[src/rtl/pic_pkg.sv]
// Shared definitions for the in-service register block: FSM state type,
// level width and the level reported for a withdrawn (spurious) request.
package pic_pkg;

  localparam int unsigned LVL_W = 3;

  localparam logic [LVL_W-1:0] SPURIOUS_LEVEL = 3'd7;

  typedef enum logic [1:0] {
    ST_IDLE,
    ST_ACK1,
    ST_WAIT2,
    ST_ACK2
  } isr_state_e;

endpackage

[src/rtl/isr_prio_enc.sv]
// Lowest-set-bit encoder over an 8-bit vector. Index 0 is the highest
// priority level, so the lowest set bit is the highest level in service.
module isr_prio_enc
  import pic_pkg::*;
(
  input  logic [7:0]       bits_i,
  output logic [LVL_W-1:0] idx_o,
  output logic             any_o
);

  // Scan from the top down so the lowest set index is the last one written.
  always_comb begin
    idx_o = '0;
    any_o = |bits_i;
    for (int unsigned i = 0; i < 8; i++) begin
      if (bits_i[7 - i]) idx_o = LVL_W'(7 - i);
    end
  end

endmodule

[src/rtl/in_service_register.sv]
// In-service register and INTA sequencer: raises INT for a nested-priority
// candidate, marks the level in service on the first INTA, presents the
// vector on the second INTA and handles specific, non-specific and
// automatic end-of-interrupt.
module in_service_register
  import pic_pkg::*;
(
  input  logic             clk,
  input  logic             reset,
  input  logic [7:0]       irr,
  input  logic [7:0]       imr,
  input  logic [LVL_W-1:0] chosen_interrupt,
  input  logic             inta_n,
  input  logic             eoi,
  input  logic             eoi_specific,
  input  logic [LVL_W-1:0] eoi_level,
  input  logic             aeoi,
  input  logic [4:0]       vector_base,
  output logic             int_out,
  output logic [7:0]       isr,
  output logic [7:0]       clear_irr,
  output logic             clear,
  output logic [7:0]       vector_out,
  output logic             vector_oe
);

  isr_state_e       state_q;
  logic             inta_q;
  logic [LVL_W-1:0] lvl_q;
  logic             spur_q;
  logic [7:0]       isr_q, isr_d;
  logic [7:0]       clear_irr_q;
  logic             clear_q;
  logic [7:0]       vector_out_q;
  logic             vector_oe_q;

  logic             inta_fall, inta_rise;
  logic [LVL_W-1:0] isr_low;
  logic             isr_any;
  logic             candidate;
  logic             accept;
  logic [7:0]       set_mask, eoi_mask, aeoi_mask;

  isr_prio_enc u_prio_enc (
    .bits_i (isr_q),
    .idx_o  (isr_low),
    .any_o  (isr_any)
  );

  assign inta_fall = inta_q & ~inta_n;
  assign inta_rise = ~inta_q & inta_n;

  // INT request: only from IDLE, and only for a level above everything in service.
  always_comb begin
    candidate = irr[chosen_interrupt] & ~imr[chosen_interrupt];
    int_out   = (state_q == ST_IDLE) && candidate &&
                (!isr_any || (chosen_interrupt < isr_low));
  end

  // ISR update: EOI and AEOI clears use the pre-update value; a same-cycle set wins.
  always_comb begin
    accept    = (state_q == ST_IDLE) && inta_fall && int_out;
    set_mask  = '0;
    eoi_mask  = '0;
    aeoi_mask = '0;
    if (accept) set_mask[chosen_interrupt] = 1'b1;
    if (eoi) begin
      if (eoi_specific)  eoi_mask[eoi_level] = 1'b1;
      else if (isr_any)  eoi_mask[isr_low]   = 1'b1;
    end
    if ((state_q == ST_ACK2) && inta_rise && aeoi && !spur_q) aeoi_mask[lvl_q] = 1'b1;
    isr_d = (isr_q & ~eoi_mask & ~aeoi_mask) | set_mask;
  end

  // INTA sequencer with registered ISR, pulse and vector outputs.
  always_ff @(posedge clk) begin
    if (reset) begin
      state_q      <= ST_IDLE;
      inta_q       <= 1'b1;
      lvl_q        <= '0;
      spur_q       <= 1'b0;
      isr_q        <= '0;
      clear_irr_q  <= '0;
      clear_q      <= 1'b0;
      vector_out_q <= '0;
      vector_oe_q  <= 1'b0;
    end else begin
      inta_q      <= inta_n;
      isr_q       <= isr_d;
      clear_irr_q <= set_mask;
      clear_q     <= accept;
      unique case (state_q)
        ST_IDLE: begin
          if (inta_fall) begin
            state_q <= ST_ACK1;
            lvl_q   <= accept ? chosen_interrupt : SPURIOUS_LEVEL;
            spur_q  <= !accept;
          end
        end
        ST_ACK1: begin
          if (inta_rise) state_q <= ST_WAIT2;
        end
        ST_WAIT2: begin
          if (inta_fall) begin
            state_q      <= ST_ACK2;
            vector_oe_q  <= 1'b1;
            vector_out_q <= {vector_base, lvl_q};
          end
        end
        ST_ACK2: begin
          if (inta_rise) begin
            state_q      <= ST_IDLE;
            vector_oe_q  <= 1'b0;
            vector_out_q <= '0;
          end else begin
            vector_out_q <= {vector_base, lvl_q};
          end
        end
        default: state_q <= ST_IDLE;
      endcase
    end
  end

  assign isr        = isr_q;
  assign clear_irr  = clear_irr_q;
  assign clear      = clear_q;
  assign vector_out = vector_out_q;
  assign vector_oe  = vector_oe_q;

endmodule

[config.mk]
export PLATFORM = sky130hd
export DESIGN_NAME = in_service_register
export DESIGN_NICKNAME = d
export VERILOG_FILES = /design/src/rtl/pic_pkg.sv /design/src/rtl/isr_prio_enc.sv /design/src/rtl/in_service_register.sv
export SDC_FILE = /design/constraint.sdc
export NUM_CORES = 1
export LEC_CHECK = 0
export CAP_MARGIN = 20
export CORE_UTILIZATION = 40
export DETAILED_ROUTE_END_ITERATION = 16
export GPL_ROUTABILITY_DRIVEN = 0
export GPL_TIMING_DRIVEN = 0
export PLACE_DENSITY = 0.71
export SETUP_SLACK_MARGIN = 0.4
export SYNTH_ARGS = -nofsm -noshare
export SYNTH_HDL_FRONTEND = slang
export SYNTH_SLANG_ARGS = --single-unit
[constraint.sdc]
create_clock -name clk -period 5.3 [get_ports clk]
set_clock_uncertainty 0.05 [all_clocks]
set_input_delay 1.59 -clock clk [delete_from_list [all_inputs] [get_ports clk]]
set_output_delay 1.59 -clock clk [all_outputs]
set_load 0.05 [all_outputs]
==> flow_summary.ini <==
[outcome]
outcome = finished, final reports clean

[place]
dp_hpwl_um = 3650
port_buffers = 59
place_ws_ns = -0.551

[synthesis]
synth_warnings = 0
synth_fp_nets = 257
postSynthCellCount = 217
synth_edf_count = 0
ys_ff_latch = 33
syn_avg_cell_area_um2 = 8.51
async_flop_share = 0
yosysUniqueCellTypes = 46
ys.flop_type = dfxtp_1
seq_area_frac_synth = 0.358
syn_area_um2 = 1850

[grt]
grt.overflow.total = 0
antenna_found_initial = 0
grt_pass1_vias = 1792
grt_pass1_wl_um = 8250
grt_max_degree = 11
grt.total_usage = 0.207

[clock_tree]
cts_max_level = 2
clock-sinks = 33
clk_latency_ns = 0.28
cts_buffers = 5
clockRootBuffer = clkbuf_8
clk_pin_slew_ns = 0.06
cts_buffer_depth = 2
cts_tree = built
holdBufCountCts = 0

[setup_path]
critPathRequiredTime_ns = 3.66
endpoint_kind = output pin
crit_path_start_kind = input port
worstSetupPathType = in -> out
arrival_ns = 3.17
worstPathMaxFanout = 3

[detailed_routing]
routed_via_density = 5.62
wl_per_cell_um = 14.6
drt_pre_antenna_iters = 4
totalWireLength_um = 4940
antenna_left = 0
drc = 0
vias = 1900
drt_iter0_markers = 75

[power]
vdd_ir_drop_max_uv = 217
power.leakage_nw = 0.967
p_per_area_nw_per_um2 = 309

[timing]
holdWs_ns = 0.400
worst_pin_slew_ns = 0.773
hold_viol = 0
setup_slack_ns = 0.486
rsz0062_at_grt = no
tns_ns = 0
setup_viol = 0
finalCritPeriodShare = 0.908
relSlewSlack = 0.477
fin_crit_ns = 4.81
fmax_mhz = 208
slew_violations = 0

[die]
coreArea_um2 = 4380
initial_core_util = 0.421
die_y_um = 69.9
rows = 24
die_area_um2 = 4890
dieWidth_um = 69.9
io_pins = 60

[finish]
nFillCells = 394
final_common_cell = clkdlybuf4s50_1
multi_input_comb_area_um2 = 1110
layout_common_cells = clkdlybuf4s50_1 (55), dfxtp_1 (33), nand2_1 (19)
drive_above_1_share = 0.119
n_antenna_cell = 0
regArea_um2 = 661
final_core_util = 0.598
nets = 325
area_growth_pct = 42.1

[flow_run]
max_cap_viol_count = 0

[worst_hold_path]
hold_class = reg -> reg
-- power breakdown --
| group | internal [W] | switching, W | leakage (nW) | total (W) |
|---|---|---|---|---|
| registers | 0.000277 | 0.0000250 | 0.268 | 0.000302 |
| logic | 0.000129 | 0.000201 | 0.654 | 0.000330 |
| clock network | 0.0000909 | 0.0000893 | 0.0450 | 0.000180 |
-- cells in the mapped netlist, types with 5 or more instances --
library cell,instances,share of area
nor4_1,9,0.030
nand3_1,12,0.033
ha_1,7,0.047
a21oi_1,18,0.049
dfxtp_1,33,0.36
o21ai_0,7,0.019
o41ai_2,6,0.053
nor2b_1,6,0.020
inv_1,9,0.018
nand2b_1,5,0.017
nand2_1,20,0.041
nor2_1,18,0.037
clkbuf_1,7,0.014
-- layer usage --
layer	GRT usage	wire (um)
met3	0.0462	322
met2	0.339	2240
met1	0.267	2260
met5	0	0
met4	0.0778	113
-- per-stage QoR --
step / instance area, um2 / std cells / power [W]
after floorplan: 1850 / 217 / 0.000525
after global placement: 2500 / 328 / 0.000623
after detailed placement: 2500 / 328 / 0.000628
after CTS: 2620 / 338 / 0.000816
after global routing: 2620 / 338 / 0.000863
final: 2620 / 338 / 0.000812
-- registers in the layout (all words and copies together), names as in the netlist --
register / cells
isr: 8
state_q: 2
spur_q: 1
clear: 1
inta_q: 1
clear_irr: 8
vector_out: 8
vector_oe: 1
lvl_q: 3
-- worst max-delay path, cell delays in order --
cell,delay [ns]
dlygate4sd2_1,0.26
ha_1,0.29
a2111o_1,0.38
a21oi_2,0.14
o211ai_2,0.12
buf_6,0.15
nor2_2,0.08
buf_6,0.16
-- timing repair --
action	CTS	global route
pin swaps	2	0
endpoints found under the setup margin	1	1
setup buffers	2	0
resized for setup	14	6
-- cells by family (layout without fill, tap and decap cells) --
logic type / after synthesis / after routing / share of synthesized area
mux: 3 / 3 / 0.0169
simple gates: 95 / 95 / 0.277
buf+inv: 21 / 90 / 0.0528
compound gates: 58 / 58 / 0.248
fa+ha+maj: 7 / 7 / 0.0474
flops: 33 / 33 / 0.358
-- final timing paths --
kind | startpoint | to | slack (ns) | depth (start not counted)
max reg2reg | isr[0]$_SDFF_PP0_ | isr[5]$_SDFF_PP0_ | 2.50 | 10
max | chosen_interrupt[2] | int_out | 0.49 | 8
min | vector_out[0]$_SDFFE_PP0P_ | vector_out[0]$_SDFFE_PP0P_ | 0.40 | 2
min reg2reg | vector_out[0]$_SDFFE_PP0P_ | vector_out[0]$_SDFFE_PP0P_ | 0.40 | 2
-- cell type report --
class | instances | area share
multi-input cells | 163 | 0.423
flip-flops and latches | 33 | 0.252
repair buffers | 61 | 0.230
clock buffers | 6 | 0.0277
plain buffers | 12 | 0.0262
well taps | 52 | 0.0248
inverters | 9 | 0.0129
clock inverters | 2 | 0.00381
Note: power is estimated with default switching activity, not from simulation.
